`src/rtl/risc_ctrl_pkg.sv`:
```
// risc_ctrl_pkg: shared state, opcode and control-select encodings for the multi-cycle controller
package risc_ctrl_pkg;
  typedef enum logic [3:0] {
    S_FETCH, S_DECODE, S_MEMADR, S_MEMREAD, S_MEMWB, S_MEMWRITE, S_EXECR,
    S_EXECI, S_ALUWB, S_BRANCH, S_JAL, S_LUI, S_HALT
  } state_t;
  typedef enum logic [1:0] {CLS_ADD, CLS_ALU, CLS_BRANCH} alu_cls_t;
  localparam logic [6:0] OP_LOAD = 7'b0000011;
  localparam logic [6:0] OP_STORE = 7'b0100011;
  localparam logic [6:0] OP_R = 7'b0110011;
  localparam logic [6:0] OP_I = 7'b0010011;
  localparam logic [6:0] OP_BR = 7'b1100011;
  localparam logic [6:0] OP_JAL = 7'b1101111;
  localparam logic [6:0] OP_LUI = 7'b0110111;
  localparam logic [2:0] ALU_ADD = 3'b000;
  localparam logic [2:0] ALU_SUB = 3'b001;
  localparam logic [2:0] ALU_AND = 3'b010;
  localparam logic [2:0] ALU_OR = 3'b011;
  localparam logic [2:0] ALU_XOR = 3'b100;
  localparam logic [2:0] ALU_SLT = 3'b101;
  localparam logic [2:0] IMM_I = 3'b000;
  localparam logic [2:0] IMM_S = 3'b001;
  localparam logic [2:0] IMM_B = 3'b010;
  localparam logic [2:0] IMM_J = 3'b011;
  localparam logic [2:0] IMM_U = 3'b100;
  localparam logic [1:0] RES_ALUOUT = 2'b00;
  localparam logic [1:0] RES_READ = 2'b01;
  localparam logic [1:0] RES_ALURES = 2'b10;
  localparam logic [1:0] RES_IMM = 2'b11;
  localparam logic [1:0] SRCA_PC = 2'b00;
  localparam logic [1:0] SRCA_OLDPC = 2'b01;
  localparam logic [1:0] SRCA_RD1 = 2'b10;
  localparam logic [1:0] SRCB_RD2 = 2'b00;
  localparam logic [1:0] SRCB_IMM = 2'b01;
  localparam logic [1:0] SRCB_FOUR = 2'b10;
  // Only word loads/stores exist; branches lack the unsigned compares (funct3[1]=1)
  function automatic logic illegal_f3(input logic [6:0] op, input logic [2:0] f3);
    return (op == OP_R || op == OP_I) ? (f3 == 3'b001 || f3 == 3'b011 || f3 == 3'b101) :
           op == OP_BR ? f3[1] :
           (op == OP_LOAD || op == OP_STORE) ? f3 != 3'b010 : 1'b0;
  endfunction
  function automatic logic [2:0] imm_src(input logic [6:0] op);
    return op == OP_STORE ? IMM_S : op == OP_BR ? IMM_B : op == OP_JAL ? IMM_J :
           op == OP_LUI ? IMM_U : IMM_I;
  endfunction
endpackage

```
`src/rtl/risc_mc_controller_if.sv`:
```
// risc_mc_controller_if: datapath-facing status inputs and control outputs of the controller
interface risc_mc_controller_if;
  logic [6:0] OP;
  logic [2:0] funct3;
  logic [6:0] funct7;
  logic Zero;
  logic mem_ready;
  logic PCWrite;
  logic AdrSrc;
  logic MemWrite;
  logic IRWrite;
  logic RegWrite;
  logic [1:0] ResultSrc;
  logic [1:0] ALUSrcA;
  logic [1:0] ALUSrcB;
  logic [2:0] ImmSrc;
  logic [2:0] ALUControl;
  logic halt;
  logic [31:0] instret;
  modport master (
    input OP, funct3, funct7, Zero, mem_ready,
    output PCWrite, AdrSrc, MemWrite, IRWrite, RegWrite, ResultSrc, ALUSrcA, ALUSrcB,
    ImmSrc, ALUControl, halt, instret
  );
  modport slave (
    output OP, funct3, funct7, Zero, mem_ready,
    input PCWrite, AdrSrc, MemWrite, IRWrite, RegWrite, ResultSrc, ALUSrcA, ALUSrcB,
    ImmSrc, ALUControl, halt, instret
  );
endinterface

```
`src/rtl/risc_alu_decoder.sv`:
```
// risc_alu_decoder: maps opcode/funct fields and state class to an ALU operation plus illegal flag
module risc_alu_decoder
  import risc_ctrl_pkg::*;
(
  input  logic [6:0] op,
  input  logic [2:0] funct3,
  input  logic       funct7_5,
  input  alu_cls_t   cls,
  output logic [2:0] alu_control,
  output logic       illegal
);
  logic [2:0] alu_f3;
  assign alu_f3 = funct3 == 3'b111 ? ALU_AND : funct3 == 3'b110 ? ALU_OR :
                  funct3 == 3'b100 ? ALU_XOR : funct3 == 3'b010 ? ALU_SLT :
                  (funct3 == 3'b000 && op == OP_R && funct7_5) ? ALU_SUB : ALU_ADD;
  assign alu_control = cls == CLS_BRANCH ? (funct3[2] ? ALU_SLT : ALU_SUB) :
                       cls == CLS_ALU ? alu_f3 : ALU_ADD;
  assign illegal = illegal_f3(op, funct3);
endmodule

```
`src/rtl/risc_mc_controller.sv`:
```
// risc_mc_controller: multi-cycle RV32I control FSM with wait-state stretching, halt trap and retire counter
module risc_mc_controller
  import risc_ctrl_pkg::*;
(
  input logic clk,
  input logic rst,
  risc_mc_controller_if.master bus
);
  state_t state_q, state_d;
  logic [31:0] instret_q, instret_d;
  alu_cls_t cls;
  logic [2:0] alu_ctl;
  logic illegal;
  assign cls = state_q == S_BRANCH ? CLS_BRANCH :
               (state_q == S_EXECR || state_q == S_EXECI) ? CLS_ALU : CLS_ADD;
  risc_alu_decoder u_alu_dec (
    .op(bus.OP), .funct3(bus.funct3), .funct7_5(bus.funct7[5]), .cls(cls),
    .alu_control(alu_ctl), .illegal(illegal)
  );
  always_comb begin
    state_d = state_q;
    case (state_q)
      S_FETCH: state_d = bus.mem_ready ? S_DECODE : S_FETCH;
      S_DECODE: state_d = illegal ? S_HALT :
                          (bus.OP == OP_LOAD || bus.OP == OP_STORE) ? S_MEMADR :
                          bus.OP == OP_R ? S_EXECR : bus.OP == OP_I ? S_EXECI :
                          bus.OP == OP_BR ? S_BRANCH : bus.OP == OP_JAL ? S_JAL :
                          bus.OP == OP_LUI ? S_LUI : S_HALT;
      S_MEMADR: state_d = bus.OP == OP_LOAD ? S_MEMREAD : S_MEMWRITE;
      S_MEMREAD: state_d = bus.mem_ready ? S_MEMWB : S_MEMREAD;
      S_MEMWRITE: state_d = bus.mem_ready ? S_FETCH : S_MEMWRITE;
      S_EXECR, S_EXECI, S_JAL: state_d = S_ALUWB;
      S_MEMWB, S_ALUWB, S_BRANCH, S_LUI: state_d = S_FETCH;
      default: state_d = S_HALT;
    endcase
    // Every path back to FETCH except the FETCH self-loop retires an instruction
    instret_d = (state_q != S_FETCH && state_d == S_FETCH) ? instret_q + 32'd1 : instret_q;
  end
  always_ff @(posedge clk) begin
    if (!rst) begin
      state_q <= S_FETCH;
      instret_q <= '0;
    end else begin
      state_q <= state_d;
      instret_q <= instret_d;
    end
  end
  always_comb begin
    bus.PCWrite = 1'b0;
    bus.AdrSrc = 1'b0;
    bus.MemWrite = 1'b0;
    bus.IRWrite = 1'b0;
    bus.RegWrite = 1'b0;
    bus.ResultSrc = RES_ALUOUT;
    bus.ALUSrcA = SRCA_PC;
    bus.ALUSrcB = SRCB_RD2;
    bus.ImmSrc = IMM_I;
    bus.ALUControl = ALU_ADD;
    bus.halt = 1'b0;
    if (rst) begin
      bus.ImmSrc = imm_src(bus.OP);
      bus.ALUControl = alu_ctl;
      bus.halt = state_q == S_HALT;
      case (state_q)
        S_FETCH: begin
          bus.ALUSrcB = SRCB_FOUR;
          bus.ResultSrc = RES_ALURES;
          bus.IRWrite = bus.mem_ready;
          bus.PCWrite = bus.mem_ready;
        end
        S_DECODE: begin
          bus.ALUSrcA = SRCA_OLDPC;
          bus.ALUSrcB = SRCB_IMM;
        end
        S_MEMADR: begin
          bus.ALUSrcA = SRCA_RD1;
          bus.ALUSrcB = SRCB_IMM;
        end
        S_MEMREAD: bus.AdrSrc = 1'b1;
        S_MEMWB: begin
          bus.ResultSrc = RES_READ;
          bus.RegWrite = 1'b1;
        end
        S_MEMWRITE: begin
          bus.AdrSrc = 1'b1;
          bus.MemWrite = 1'b1;
        end
        S_EXECR: bus.ALUSrcA = SRCA_RD1;
        S_EXECI: begin
          bus.ALUSrcA = SRCA_RD1;
          bus.ALUSrcB = SRCB_IMM;
        end
        S_ALUWB: bus.RegWrite = 1'b1;
        // beq/bge take on Zero, bne/blt on !Zero
        S_BRANCH: begin
          bus.ALUSrcA = SRCA_RD1;
          bus.PCWrite = bus.Zero ^ bus.funct3[0] ^ bus.funct3[2];
        end
        S_JAL: begin
          bus.ALUSrcA = SRCA_OLDPC;
          bus.ALUSrcB = SRCB_FOUR;
          bus.PCWrite = 1'b1;
        end
        S_LUI: begin
          bus.ResultSrc = RES_IMM;
          bus.RegWrite = 1'b1;
        end
        default: ;
      endcase
    end
  end
  assign bus.instret = instret_q;
endmodule

```
`src/flat_wrapper.sv`:
```
// flat-port wrapper written by rule: the top's interface ports become plain ports
module risc_mc_controller_flat import risc_ctrl_pkg::*;
  (clk, rst, bus_OP, bus_funct3, bus_funct7, bus_Zero, bus_mem_ready, bus_PCWrite, bus_AdrSrc, bus_MemWrite, bus_IRWrite, bus_RegWrite, bus_ResultSrc, bus_ALUSrcA, bus_ALUSrcB, bus_ImmSrc, bus_ALUControl, bus_halt, bus_instret);
  risc_mc_controller_if bus_i ();
  input logic clk;
  input logic rst;
  input wire logic [$bits(bus_i.OP)-1:0] bus_OP;
  input wire logic [$bits(bus_i.funct3)-1:0] bus_funct3;
  input wire logic [$bits(bus_i.funct7)-1:0] bus_funct7;
  input wire logic [$bits(bus_i.Zero)-1:0] bus_Zero;
  input wire logic [$bits(bus_i.mem_ready)-1:0] bus_mem_ready;
  output wire logic [$bits(bus_i.PCWrite)-1:0] bus_PCWrite;
  output wire logic [$bits(bus_i.AdrSrc)-1:0] bus_AdrSrc;
  output wire logic [$bits(bus_i.MemWrite)-1:0] bus_MemWrite;
  output wire logic [$bits(bus_i.IRWrite)-1:0] bus_IRWrite;
  output wire logic [$bits(bus_i.RegWrite)-1:0] bus_RegWrite;
  output wire logic [$bits(bus_i.ResultSrc)-1:0] bus_ResultSrc;
  output wire logic [$bits(bus_i.ALUSrcA)-1:0] bus_ALUSrcA;
  output wire logic [$bits(bus_i.ALUSrcB)-1:0] bus_ALUSrcB;
  output wire logic [$bits(bus_i.ImmSrc)-1:0] bus_ImmSrc;
  output wire logic [$bits(bus_i.ALUControl)-1:0] bus_ALUControl;
  output wire logic [$bits(bus_i.halt)-1:0] bus_halt;
  output wire logic [$bits(bus_i.instret)-1:0] bus_instret;
  assign bus_i.OP = bus_OP;
  assign bus_i.funct3 = bus_funct3;
  assign bus_i.funct7 = bus_funct7;
  assign bus_i.Zero = bus_Zero;
  assign bus_i.mem_ready = bus_mem_ready;
  assign bus_PCWrite = bus_i.PCWrite;
  assign bus_AdrSrc = bus_i.AdrSrc;
  assign bus_MemWrite = bus_i.MemWrite;
  assign bus_IRWrite = bus_i.IRWrite;
  assign bus_RegWrite = bus_i.RegWrite;
  assign bus_ResultSrc = bus_i.ResultSrc;
  assign bus_ALUSrcA = bus_i.ALUSrcA;
  assign bus_ALUSrcB = bus_i.ALUSrcB;
  assign bus_ImmSrc = bus_i.ImmSrc;
  assign bus_ALUControl = bus_i.ALUControl;
  assign bus_halt = bus_i.halt;
  assign bus_instret = bus_i.instret;
  risc_mc_controller u_core (.clk(clk), .rst(rst), .bus(bus_i));
endmodule
```
`config.mk`:
```
export PLATFORM = sky130hd
export DESIGN_NAME = risc_mc_controller_flat
export DESIGN_NICKNAME = d
export VERILOG_FILES = /design/src/rtl/risc_ctrl_pkg.sv /design/src/rtl/risc_mc_controller_if.sv /design/src/rtl/risc_alu_decoder.sv /design/src/rtl/risc_mc_controller.sv /design/src/flat_wrapper.sv
export SDC_FILE = /design/constraint.sdc
export NUM_CORES = 1
export LEC_CHECK = 0
export BUFFER_PORTS_ARGS = -buffer_cell sky130_fd_sc_hd__buf_4
export CAP_MARGIN = 20
export CORE_MARGIN = 3
export CORE_UTILIZATION = 50
export CTS_CLUSTER_SIZE = 12
export DETAILED_ROUTE_END_ITERATION = 10
export GPL_TIMING_DRIVEN = 0
export PLACE_DENSITY = 0.82
export RECOVER_POWER = 50
export SYNTH_ARGS = -nofsm -noshare
export SYNTH_HDL_FRONTEND = slang
export SYNTH_SLANG_ARGS = --single-unit
export TNS_END_PERCENT = 10
```
`constraint.sdc`:
```
create_clock -name clk -period 2.57 [get_ports clk]
set_input_delay 0.257 -clock clk [delete_from_list [all_inputs] [get_ports clk]]
set_output_delay 0.257 -clock clk [all_outputs]
set_load 0.02 [all_outputs]
```
# Yosys cells after proc, flatten, opt, wreduce, memory -nomap -nowiden
# Index checks and enable logic that the tools add are counted.
[totals]
register_bits = 36
out_inout_bits = 50
in_bits = 21
wordCells = 102
[op_classes]
n_mux = 48
eq_ne = 29
bitwise_logic = 2
n_reduce_logical = 20
add_sub_neg = 1
[ops]
columns = ["op", "n"]
rows = [
  ["$mux W3", 17],
  ["$add A32 B1 Y32 const B", 1],
  ["$pmux W4 S7", 1],
  ["$mux W4", 6],
  ["$eq A7 B6 Y1 const B", 3],
  ["$eq A4 B4 Y1 const B", 5],
  ["$eq A4 B3 Y1 const B", 4],
  ["$mux W1", 16],
  ["$eq A7 B7 Y1 const B", 2],
  ["$eq A3 B3 Y1 const B", 4],
  ["$reduce_or A3 Y1", 3],
  ["$eq A4 B2 Y1 const B", 2],
  ["$logic_not A4 Y1", 2],
  ["$mux W2", 4],
  ["$pmux W2 S2", 2],
  ["$reduce_or A4 Y1", 2],
  ["$eq A7 B2 Y1 const B", 1],
  ["$eq A7 B5 Y1 const B", 1],
  ["$eq A3 B2 Y1 const B", 2],
  ["$pmux W2 S3", 1],
  ["$reduce_or A2 Y1", 3],
  ["$logic_or A1 B1 Y1", 5],
  ["$eq A4 B1 Y1 const B", 1],
  ["$reduce_bool A4 Y1", 1],
  ["other kinds (8)", 11],
]

# Longest topological paths before layout
# Gate-level depths: netlist (run 1).
[logic_depth]
word_depth = 11
mapped_depth = 8
mapped_depth_nobuf = 6

# Modules after synthesis
# A second synthesis (run 1) with hierarchy kept.
[hier_totals]
cells_unflattened = 332
hier_area_um2 = 2519.9
[by_module_without_submodules]
columns = ["mod", "cells_per_inst", "instances", "area_per_inst_um2", "seq_area_each_um2"]
rows = [
  ["risc_mc_controller", 317, 1, 2399.8, 720.7],
  ["risc_alu_decoder", 15, 1, 120.1, 0.0],
]

# Least setup slack after synthesis (run 1)
# No wires, ideal clock.
[synth_timing]
path_type = "in2reg"
startpoint = "input port bus_OP[2]"
endpoint = "register u_core.instret_q[31] (netlist: u_core.bus.instret[31])"
setup_ns = 0.071
n_path_buf = 1
slack_ns = 0.413
path_stages = 6
t_required_ns = 2.499
arrival_ns = 2.087
path_cell_list = "buf_4 or3_4 o31a_1 a211o_1 or4_1 a21oi_1"
[synth_via]
elab_chain_len = 11
word_cells_on_any_way = 23
cone_classes = "7 x eq/ne; 12 x mux; 4 x reduce/logical"
[synth_lines]
columns = ["item", "line_no", "source"]
rows = [
  ["start: declaration", "flat_wrapper.sv:7", "input wire logic [$bits(bus_i.OP)-1:0] bus_OP;"],
  ["$eq A7 B6 Y1", "risc_mc_controller.sv:28", "bus.OP == OP_LUI ? S_LUI : S_HALT;"],
  ["$mux W3", "risc_mc_controller.sv:28", ""],
  ["$mux W4 (2 in a row)", "risc_mc_controller.sv:27", "bus.OP == OP_BR ? S_BRANCH : bus.OP == OP_JAL ? S_JAL :"],
  ["$mux W4 (2 in a row)", "risc_mc_controller.sv:26", "bus.OP == OP_R ? S_EXECR : bus.OP == OP_I ? S_EXECI :"],
  ["$mux W4", "risc_mc_controller.sv:25", "(bus.OP == OP_LOAD || bus.OP == OP_STORE) ? S_MEMADR :"],
  ["$mux W4", "risc_mc_controller.sv:24", "S_DECODE: state_d = illegal ? S_HALT :"],
  ["$pmux W4 S7 *", "risc_mc_controller.sv:22", "case (state_q)"],
  ["$logic_not A4 Y1 *", "risc_mc_controller.sv:37", "instret_d = (state_q != S_FETCH && state_d == S_FETCH) ? instret_q + 32'd1 : instret_q;"],
  ["$logic_and A1 B1 Y1 *", "risc_mc_controller.sv:37", ""],
  ["end signal: assignment", "risc_mc_controller.sv:45", "instret_q <= instret_d;"],
  ["end: declaration", "risc_mc_controller.sv:10", "logic [31:0] instret_q, instret_d;"],
]
# Every way passes the cells marked *; elsewhere a longest branch is shown, timed or not.
# A chain may end at the register's enable or synchronous reset.

# Worst setup path in the final report (run 1)
[layout_timing]
startpoint = "register u_core.instret_q[6] (netlist: u_core.bus.instret[6])"
endpoint = "register u_core.instret_q[16] (netlist: u_core.bus.instret[16])"
[layout_via]
elab_chain_len = 1
[layout_lines]
columns = ["item", "line_no"]
rows = [
  ["$add A32 B1 Y32", "risc_mc_controller.sv:37"],
]
# No other way between the ends.

==> key figures, run 1 <==
Setup path
  – Reg2reg setup slack: 120 ps
  – Crit Path Class: flop to flop
  – Slowest stage delay, CP: about 590 ps
  – RR Startpoint: u_core.bus.instret[6]
  – Critical Path AT: 2670 ps
  – Critical Path RT: about 2800 ps
  – CP Launch Type: flop
  – Crit-path max FO: 7
  – Top cell family by delay on the critical path: simple AND/OR/NAND/NOR gates
  – Endpoint class of the critical path: flop
  – FF-to-FF path depth: 5
  – Slowest stage cell, crit path: nor4_4
  – FF-to-FF End: u_core.bus.instret[16]
  – CP bufs+invs: 0
  – Critical-path cell list: nand4_1 > nor4_4 > o2111ai_1 > or4_1 > a21oi_1

Clocking
  – Clock sinks: 36
  – CTS tree: built
  – Clk_lat worst skew: 290 ps
  – Htree depth: 2
  – CTS root buffer: clkbuf_8
  – Max clock buf depth: 2
  – Post-CTS Setup Inserts: 0
  – CTS buffer count: 5
  – Worst-path clk slew: approximately 70 ps
  – Hold-fix buffers, CTS: 0

Synth
  – Mapped Avg Cell Area: around 7.4 sq um
  – Post-synth top flop: dfxtp_1
  – Sequential area share after synthesis: 0.293
  – YS warnings: 0
  – Yosys cell types: 53
  – Synth async-reset ratio: 0
  – Yosys reg bits: 36
  – Post-Syn Nets: ~360
  – EDFF count, synth: 0
  – Mapped cell area: 2460 sq um
  – Cells after synthesis: about 330

Worst hold path
  – Hold Crit Class: input pin to flop
  – WHS Path Cells: 3
  – Hold Startpoint: bus_OP[3]
  – Hold worst-path end: u_core.state_q[0]

Global routing
  – Vias in the first global route: 2500
  – GR Util met2: 0.383
  – GRT Total Usage: 0.245
  – Initial antenna violation count: 0
  – Largest net degree at the start of global routing: 12
  – Grt ovf: 0
  – Met3 Usage GRT: 0.0426
  – Grt peak-use layer: met2
  – First-pass GRT wire length: roughly 12 mm
  – Met1 Track Usage GR: 0.344

Layout
  – Layout cells sized above 1: 0.109
  – Final nets: between 400 and 500
  – Area Overhead vs Synth: 21.0%
  – # diodes: 0
  – Non-filler cells in the finished layout: roughly 470

STA
  – Final period util: 0.952
  – Hold Vio Cnt, Final: 0
  – Setup Skew: around 2.9 ps
  – Max Slew Vio Count: 0
  – Worst-Margin Slew: approximately 750 ps
  – Setup TNS: 0 ps
  – # setup viols final: 0
  – F_max: 0.409 GHz
  – Fin crit period: between 2000 and 2500 ps
  – Worst slew margin: 0.499

Routing
  – Number of DRC markers in iteration 0: 345
  – Routed len/inst: 16.2 microns
  – DRC: 0
  – Detailed Routing Iterations Pass 1: 7
  – DR vias/cell: about 6.3
  – Routed Wire Length: 7.56 mm
  – Via count: roughly 3000
  – DRT antenna net count: 0

Placed design
  – Dpl hpwl: 5.34 mm
  – Dpl cells: approximately 460
  – GPL Wtd Cong: roughly 0.9
  – I/O Buffers: 61

Power and ir drop
  – Pleak: about 0.95 nW
  – Worst VDD drop: 0.333 mV
  – Pwr per Cell Area: just over 400 nW/um^2

Die
  – Die ar.: a little under 6000 sq um
  – Die W: about 76 microns
  – Initial Util: 0.539
  – Standard-cell rows: 24
  – Core area: about 4600 sq um
  – Die height: roughly 76 microns
  – Io pins: 71

Status
  – Status: completed

Job
  – Max Cap Violations: 0
## report_power, final
part / switching [mW] / leakage [nW] / internal, mW
Combinational: 0.145 / 0.611 / 0.0769
Clock: 0.204 / 0.0510 / 0.214
Sequential: 0.00771 / 0.290 / 0.564
## registers in the layout (all words and copies together), names as in the netlist
signal and cells:
u_core.state_q 4, u_core.bus.instret 32
## routing by layer
metal	up-vias	routed length, microns
li1	1408	-
met1	1375	3330
met2	131	3510
met3	13	608
met4	0	114
met5	-	0
## cells by family after synthesis
group,Yosys count,synth area share
simple gates,155,0.354
xor+xnor,7,0.0249
compound gates,101,0.257
fa+ha+maj,1,0.00508
flops,36,0.293
buf+inv,29,0.0498
mux,4,0.0163
## worst reg2reg max path, stage by stage, from the launching register on
cell and delay [ps]:
dfxtp_1 430, nand4_1 310, nor4_4 590, o2111ai_1 400, or4_1 500, a21oi_1 150
## repair_timing
action / CTS / global route
gates resized for setup: 1 / 3
pin swaps: 0 / 1
endpoints found under the setup margin: 7 / 17
hold endpoints to repair: 0 / 0
## placed cells by master, fill, tap and decap left out, drive strengths merged, types with 10 or more instances in the layout
master / netlist / layout
a21oi: 39 / 39
buf: 6 / 28
clkbuf: 13 / 58
dfxtp: 36 / 36
nand2: 31 / 31
nand2b: 11 / 11
nand3: 16 / 16
nand4: 10 / 10
nor2: 17 / 17
o21ai: 19 / 19
o31ai: 16 / 16
or3: 13 / 13
or4: 14 / 14
## worst max path at each step
stage / depth (start not counted) / to / startpoint
final: 5 / u_core.bus.instret[16] / u_core.bus.instret[6]
after global routing: 7 / bus_PCWrite / u_core.state_q[1]
after CTS: 6 / u_core.bus.instret[16] / u_core.state_q[0]
after detailed placement: 6 / u_core.bus.instret[16] / u_core.state_q[0]
after global placement: 6 / u_core.bus.instret[16] / u_core.state_q[0]
after floorplan: 6 / u_core.bus.instret[31] / bus_OP[2]
## metrics by stage
| stage | power (mW) | hold WS (ps) | instance area, sq um | setup WS (ps) | util |
|---|---|---|---|---|---|
| global placement | 0.798 | 469 | 3000 | -200 | 0.658 |
| finish | 1.21 | 323 | 2980 | 122 | 0.653 |
| detailed placement | 0.801 | 479 | 3000 | -245 | 0.658 |
| CTS | 1.21 | 315 | 3100 | 50.2 | 0.679 |
| floorplan | 0.726 | 456 | 2460 | 413 | - |
| global route | 1.27 | 345 | 2980 | -11.2 | 0.653 |
## Yosys cell counts, types with 3 or more instances
cell type   n  share of area
a21oi_1    39          0.079
dfxtp_1    36           0.29
nand2_1    31          0.047
o21ai_0    18          0.037
nor2_1     17          0.026
nand3_1    16          0.033
o31ai_1    15          0.046
or4_1      14          0.043
clkbuf_1   13          0.020
or3_1      12          0.030
nand2b_1   11          0.028
nand4_1    10          0.025
inv_1       9          0.014
nor4_1      9          0.023
nor3_1      7          0.014
and4_1      5          0.018
nor2b_1     5          0.013
and3_1      4          0.010
mux2i_1     4          0.016
xnor2_1     4          0.014
a211oi_1    3         0.0091
nor3b_1     3         0.0091
o2111ai_1   3          0.011
o21a_1      3         0.0091
o311ai_0    3          0.011
xor2_1      3          0.011
## area by class of cell
type | instances | area [sq um]
plain buffers | 19 | 85.1
clock buffers | 6 | 82.6
clock inverters | 2 | 10.0
fillers | 467 | 1580
inverters | 10 | 37.5
multi-input cells | 268 | 1640
flip-flops and latches | 36 | 721
well taps | 65 | 81.3
repair buffers | 61 | 319
No activity file was read; power rests on OpenSTA's default activity.
==> run 2, diff against run 1 <==
CELL_PAD_IN_SITES_DETAIL_PLACEMENT = 0   (was default)
CELL_PAD_IN_SITES_GLOBAL_PLACEMENT = 1   (was default)
CORE_UTILIZATION = 37   (was 50)
PLACE_DENSITY = 0.85   (was 0.82)
==> key figures, run 2 (same netlist as run 1, synthesis figures left out) <==
Status
  – Status: completed

Setup path
  – Worst Setup SP: u_core.state_q[0]
  – Critical Path AT: 2570 ps (-100 ps)
  – Reg2reg setup slack: 160 ps (+30 ps)
  – Critical-path cell list: clkbuf_1 > or3_1 > o31ai_2 > o21ai_2 > buf_2 > buf_2 > o31ai_1 > a21oi_1
  – Top cell family by delay on the critical path: compound AO/OA/AOI/OAI gates
  – Capture point of the critical path: u_core.bus.instret[17]
  – Slowest stage cell, crit path: or3_1
  – Crit Path Class: flop to flop
  – FF-to-FF End: u_core.bus.instret[17]
  – Endpoint class of the critical path: flop
  – Critical Path RT: 2730 ps (-60 ps)
  – Slowest stage delay, CP: 450 ps (-140 ps)
  – CP Launch Type: flop
  – CP bufs+invs: 3 (+3)
  – Most frequent CP cell: buf_2
  – Crit-path max FO: 10 (+3)
  – CP Depth: 8 (+3)
  – FF-to-FF path depth: 8 (+3)
  – RR Startpoint: u_core.state_q[0]

Routing
  – DRT antenna net count: 0 (unchanged)
  – DRC: 0 (unchanged)
  – Via count: 2815 (-3.8%)
  – DR vias/cell: 5.88 (-6.2%)
  – Routed len/inst: 15.9 microns (-1.8%)
  – Number of DRC markers in iteration 0: 189 (-45%)
  – Detailed Routing Iterations Pass 1: 4 (-3)
  – Routed Wire Length: 7.62 mm (+0.73%)

Clocking
  – Max clock buf depth: 2 (unchanged)
  – Post_cts resized: 2 (+1)
  – CTS root buffer: clkbuf_8
  – Clock sinks: 36 (unchanged)
  – Clk_lat worst skew: 290 ps (about the same)
  – Worst-path clk slew: 70 ps (about the same)
  – Post-CTS Setup Inserts: 0 (unchanged)
  – Hold-fix buffers, CTS: 0 (unchanged)
  – Htree depth: 2 (unchanged)
  – CTS tree: built
  – CTS buffer count: 5 (unchanged)

Power and ir drop
  – Comb pwr share: 0.184 (about the same)
  – Internal: 859 uW (+0.57%)
  – Pwr per Cell Area: 406 nW/um^2 (about the same)
  – Power Total: 1.22 mW (+0.33%)
  – Part of the power in the clock network: 0.347 (+0.002)
  – Switching share of power: 0.293 (-0.00165)
  – Register share of total power: 0.470 (-0.002)
  – Net switching power: 356 uW (-0.23%)
  – Pleak: 0.946 nW (-0.57%)
  – Worst VDD drop: 0.306 mV (-8.1%)

STA
  – Setup TNS: 0 ps (unchanged)
  – Setup Skew: 6.78 ps (+3.84 ps)
  – Fin crit period: 2410 ps (-33.1 ps)
  – F_max: 0.414 GHz (+1.4%)
  – Worst-Margin Slew: 731 ps (-15.2 ps)
  – RSZ-0062 raised after global routing: true
  – Worst Hold Slack: 324 ps (+0.882 ps)
  – Hold Vio Cnt, Final: 0 (unchanged)
  – Worst setup margin: 156 ps (+33.1 ps)
  – Final period util: 0.939 (-0.0129)
  – Worst slew margin: 0.508 (+0.00911)
  – # setup viols final: 0 (unchanged)
  – Max Slew Vio Count: 0 (unchanged)

Worst hold path
  – Hold Crit Class: input pin to flop
  – WHS Path Cells: 3 (unchanged)

Layout
  – Layout cells sized above 1: 0.104 (-0.00498)
  – Core Util, Final: 0.469 (-0.184)
  – Commonest non-fill, non-tap cells in the layout: clkbuf_1, a21oi_1, dfxtp_1
  – Final nets: 423 (unchanged)
  – Area Overhead vs Synth: 21.5%
  – # diodes: 0 (unchanged)
  – Max reg flops: 32 (unchanged)
  – Fillers: 693 (+48%)
  – Commonest non-fill, non-tap cell in the layout: clkbuf_1

Placed design
  – Setup WS pre-CTS: -259 ps (-13.5 ps)
  – Dpl hpwl: 5.60 mm (+4.8%)
  – GPL Wtd Cong: 0.848 (-3.1%)
  – I/O Buffers: 61 (unchanged)

Die
  – Die ar.: 7670 sq um (+32%)
  – Core area: 6390 sq um (+40%)
  – Die height: 87.6 microns (+15%)
  – Standard-cell rows: 29 (+21%)
  – Io pins: 71 (unchanged)
  – Initial Util: 0.386 (-0.154)
  – Die W: 87.6 microns (+15%)

Global routing
  – Grt ovf: 0 (unchanged)
  – Largest net degree at the start of global routing: 11 (-1)
  – GRT Total Usage: 0.200 (-0.0452)
  – Vias in the first global route: 2510 (+0.40%)
  – First-pass GRT wire length: 12.3 mm (+2.4%)
  – Initial antenna violation count: 0 (unchanged)

Job
  – Max Cap Violations: 0 (unchanged)
-- run 2: cell count changes in the layout (fill, tap and decap cells not counted), sizes merged --
cell    change
clkinv      -2
clkbuf      +2
-- run 2: per-stage QoR --
stage               instance area (sq um)  instances
floorplan                            2460        333
global placement                     3020        471
detailed placement                   3020        471
CTS                                  3120        479
global route                         2990        479
finish                               2990        479
-- run 2: final cells by class --
class                   instances  area (sq um)  area share
plain buffers                  19          85.1      0.0284
clock buffers                   8          90.1      0.0301
inverters                      10          37.5      0.0125
multi-input cells             268          1640       0.549
flip-flops and latches         36           721       0.241
well taps                      77          96.3      0.0322
repair buffers                 61           319       0.107
-- run 2: power groups by stage --
stage          sequential, mW  clock (mW)  combinational [mW]
6_report                0.571       0.422               0.223
5_1_grt                 0.572       0.465               0.246
4_1_cts                 0.571       0.436               0.224
3_5_place_dp            0.584           0               0.222
3_3_place_gp            0.583           0               0.220
2_1_floorplan           0.586           0               0.140
-- run 2: worst register-to-register path, delay by kind of cell, from the launching register on --
| family | cells | cell delay, ps |
|---|---|---|
| AO/OA/AOI/OAI | 4 | 910 |
| buffers and inverters | 3 | 630 |
| flip-flops | 1 | 300 |
| AND/OR/NAND/NOR | 1 | 450 |
-- run 2: layer usage --
metal / wire [microns] / share of wire / global-route usage / up-vias
met5: 0 / 0 / 0 / -
met4: 28 / 0.0037 / 0.0502 / 0
met3: 290 / 0.038 / 0.0301 / 2
met2: 3460 / 0.45 / 0.303 / 56
met1: 3830 / 0.50 / 0.295 / 1350
li1: - / - / - / 1407
-- run 2: how the worst min path moves through the flow --
stage	from	endpoint	slack, ps
after floorplan	rst	u_core.bus.instret[4]	460
after global placement	u_core.bus.instret[31]	u_core.bus.instret[31]	470
after detailed placement	u_core.bus.instret[31]	u_core.bus.instret[31]	470
after CTS	bus_OP[3]	u_core.state_q[0]	310
after global routing	bus_OP[3]	u_core.state_q[0]	330
final	bus_OP[3]	u_core.state_q[0]	320
==> run 3, diff against run 2 <==
ABC_AREA = 1   (was default)
CORE_UTILIZATION = 36   (was 37)
GPL_ROUTABILITY_DRIVEN = 1   (was default)
PLACE_DENSITY = 0.86   (was 0.85)
==> key figures, run 3 <==
Layout
  – Fillers: 871 (+26%)
  – Layout cells sized above 1: 0.107 (+0.00230)
  – Area used by multi-input combinational logic: 1610 sq um (-2.4%)
  – # diodes: 0 (unchanged)
  – Core Util, Final: 0.458 (-0.0107)
  – Register Area: 721 sq um (unchanged)
  – Final nets: 611 (+44%)
  – Area Overhead vs Synth: 19.6%
  – Commonest non-fill, non-tap cells in the layout: nand2_1, inv_1, nor2_1
  – Commonest non-fill, non-tap cell in the layout: nand2_1
  – Max reg flops: 32 (unchanged)

Global routing
  – Initial antenna violation count: 0 (unchanged)
  – GRT Total Usage: 0.183 (-0.0162)
  – Grt ovf: 0 (unchanged)
  – Vias in the first global route: 2974 (+18%)
  – Largest net degree at the start of global routing: 12 (+1)
  – First-pass GRT wire length: 13.3 mm (+8.4%)

Routing
  – Number of DRC markers in iteration 0: 184 (-2.6%)
  – Detailed Routing Iterations Pass 1: 4 (unchanged)
  – Via count: 3271 (+16%)
  – DRT antenna net count: 0 (unchanged)
  – Routed len/inst: 11.5 microns (-27%)
  – Routed Wire Length: 7.95 mm (+4.4%)
  – DR vias/cell: 4.75 (-19%)
  – DRC: 0 (unchanged)

Synth
  – Synth Area in Simple Gates: 0.501 (+0.147)
  – Synth async-reset ratio: 0 (unchanged)
  – Mapped cell area: 2870 sq um (+16%)
  – Synth Area in Adders: 0.00436 (-0.000716)
  – Mapped Avg Cell Area: 5.52 sq um (-25%)
  – Yosys cell types: 29 (-45%)
  – Sequential area share after synthesis: 0.251 (-0.0413)
  – Area leader, netlist: dfxtp_1
  – EDFF count, synth: 0 (unchanged)
  – Synth top area share: 0.251 (-0.0413)
  – Post-synth top cells: nand2_1, inv_1, nor2_1
  – Yosys reg bits: 36 (unchanged)
  – Leading post-synthesis cells by cell area: dfxtp_1, nand2_1, inv_1
  – Post-synth top flop: dfxtp_1
  – Largest family of logic cells by synthesized area: simple AND/OR/NAND/NOR gates
  – YS warnings: 0 (unchanged)
  – Compound-Gate Fraction of Synth Area: 0.0454 (-0.212)
  – Post-Syn Nets: 541 (+52%)
  – Post-synthesis xor/xnor area fraction: 0.00917 (-0.0157)
  – Post-synthesis mux area share: 0 (-0.0163)
  – Most instantiated library cell after synthesis: nand2_1
  – Cells after synthesis: 519 (+56%)

Worst hold path
  – Hold Startpoint: rst
  – Hold Crit Class: input pin to flop
  – Hold worst-path end: u_core.bus.instret[4]
  – WHS Path Cells: 3 (unchanged)

Setup path
  – FF-to-FF path depth: 13 (+5)
  – CP Launch Type: flop
  – RR Startpoint: u_core.bus.instret[1]
  – FF-to-FF End: u_core.bus.instret[30]
  – Critical Path AT: 1940 ps (-630 ps)
  – Reg2reg setup slack: 390 ps (+230 ps)
  – Crit Path Class: flop to output port
  – Worst Setup SP: u_core.state_q[3]
  – Endpoint class of the critical path: output port
  – Crit-path max FO: 10 (unchanged)
  – Critical Path RT: 2310 ps (-420 ps)

STA
  – F_max: 0.454 GHz (+9.7%)
  – Max Slew Vio Count: 0 (unchanged)
  – # setup viols final: 0 (unchanged)
  – Setup Skew: 11.0 ps (+4.27 ps)
  – Fin crit period: 2200 ps (-213 ps)
  – Final period util: 0.857 (-0.0828)
  – RSZ-0062 raised after global routing: false
  – Hold Vio Cnt, Final: 0 (unchanged)
  – Worst-Margin Slew: 494 ps (-236 ps)
  – Worst slew margin: 0.670 (+0.163)
  – Setup TNS: 0 ps (unchanged)
  – Worst Hold Slack: 344 ps (+19.6 ps)

Die
  – Die ar.: 9070 sq um (+18%)
  – Die height: 95.2 microns (+8.7%)
  – Io pins: 71 (unchanged)
  – Initial Util: 0.383 (-0.00266)
  – Standard-cell rows: 31 (+6.9%)
  – Core area: 7490 sq um (+17%)
  – Die W: 95.2 microns (+8.7%)

Clocking
  – Max clock buf depth: 2 (unchanged)
  – Clock sinks: 36 (unchanged)
  – Clk_lat worst skew: 290 ps (about the same)
  – CTS root buffer: clkbuf_8
  – CTS buffer count: 5 (unchanged)
  – Post-CTS Setup Inserts: 0 (unchanged)
  – Worst-path clk slew: 80 ps (about the same)
  – CTS tree: built
  – Hold-fix buffers, CTS: 0 (unchanged)
  – Post_cts resized: 0 (-2)
  – Htree depth: 2 (unchanged)

Placed design
  – I/O Buffers: 63 (+3.3%)
  – GPL Wtd Cong: 0.901 (+6.3%)
  – Dpl hpwl: 6.13 mm (+9.6%)

Power and ir drop
  – Pwr per Cell Area: 414 nW/um^2 (+1.9%)
  – Worst VDD drop: 0.238 mV (-22%)
  – Pleak: 1.63 nW (+73%)
  – Power Total: 1.42 mW (+17%)

Status
  – Status: completed

Job
  – Max Cap Violations: 0 (unchanged)
-- run 3: cell types whose count changed in the layout (fill, tap and decap cells not counted), moves of 14 or more --
cell / before / now
a21oi_1: 39 / 19
inv_1: 9 / 107
nand2_1: 31 / 130
nand3_1: 16 / 43
nand4_1: 10 / 35
nor2_1: 17 / 83
o21ai_0: 18 / 1
o31ai_1: 15 / 0
or4_1: 14 / 0
-- run 3: layer usage --
| layer | GRT usage | vias to the layer above | wire length, microns |
|---|---|---|---|
| met1 | 0.236 | 1453 | 3570 |
| met4 | 0.0433 | 0 | 76 |
| li1 | - | 1742 | - |
| met5 | 0 | - | 0 |
| met3 | 0.0371 | 6 | 411 |
| met2 | 0.313 | 70 | 3890 |
-- run 3: layout make-up --
type                       instances  area share
clock inverter                     2      0.0102
tap                               99      0.0361
clock buffer                       6      0.0212
timing repair buffer              63      0.0964
sequential                        36       0.210
buffer                            19      0.0328
multi-input combinational        350       0.468
inverter                         114       0.125
-- run 3: power by group --
| part | switching [mW] | total, mW | internal [mW] |
|---|---|---|---|
| Combinational | 0.230 | 0.340 | 0.110 |
| Sequential | 0.0102 | 0.577 | 0.567 |
| Clock | 0.214 | 0.503 | 0.288 |
-- run 3: worst max-delay path by stage --
| stage | endpoint | depth (start not counted) | slack [ps] |
|---|---|---|---|
| 2_1_floorplan | u_core.bus.instret[30] | 12 | 670 |
| 3_3_place_gp | u_core.bus.instret[30] | 12 | 420 |
| 3_5_place_dp | u_core.bus.instret[30] | 13 | 430 |
| 4_1_cts | bus_ResultSrc[1] | 7 | 320 |
| 5_1_grt | bus_PCWrite | 8 | 140 |
| 6_report | bus_ResultSrc[1] | 7 | 370 |
-- run 3: worst max-delay path, stage by stage (launching register included) --
cell	delay, ps
dfxtp_1	340
nor2_1	270
inv_2	40
nor2_1	230
clkbuf_1	430
nor2_1	100
nor2_1	100
buf_4	150
-- run 3: stage by stage --
stage / worst slack (ps) / instance area, sq um / instances
2_1_floorplan: 665 / 2870 / 519
3_3_place_gp: 422 / 3460 / 681
3_5_place_dp: 431 / 3460 / 681
4_1_cts: 324 / 3570 / 689
5_1_grt: 136 / 3430 / 689
6_report: 368 / 3430 / 689
-- run 3: cell families after synthesis --
kind of cell | count (synthesis)
AOI/OAI and AO/OA | 24
xor gates and xnor gates | 3
DFF | 36
and+or+nand+nor | 322
adders and majority gates | 1
buffers and inverters | 133
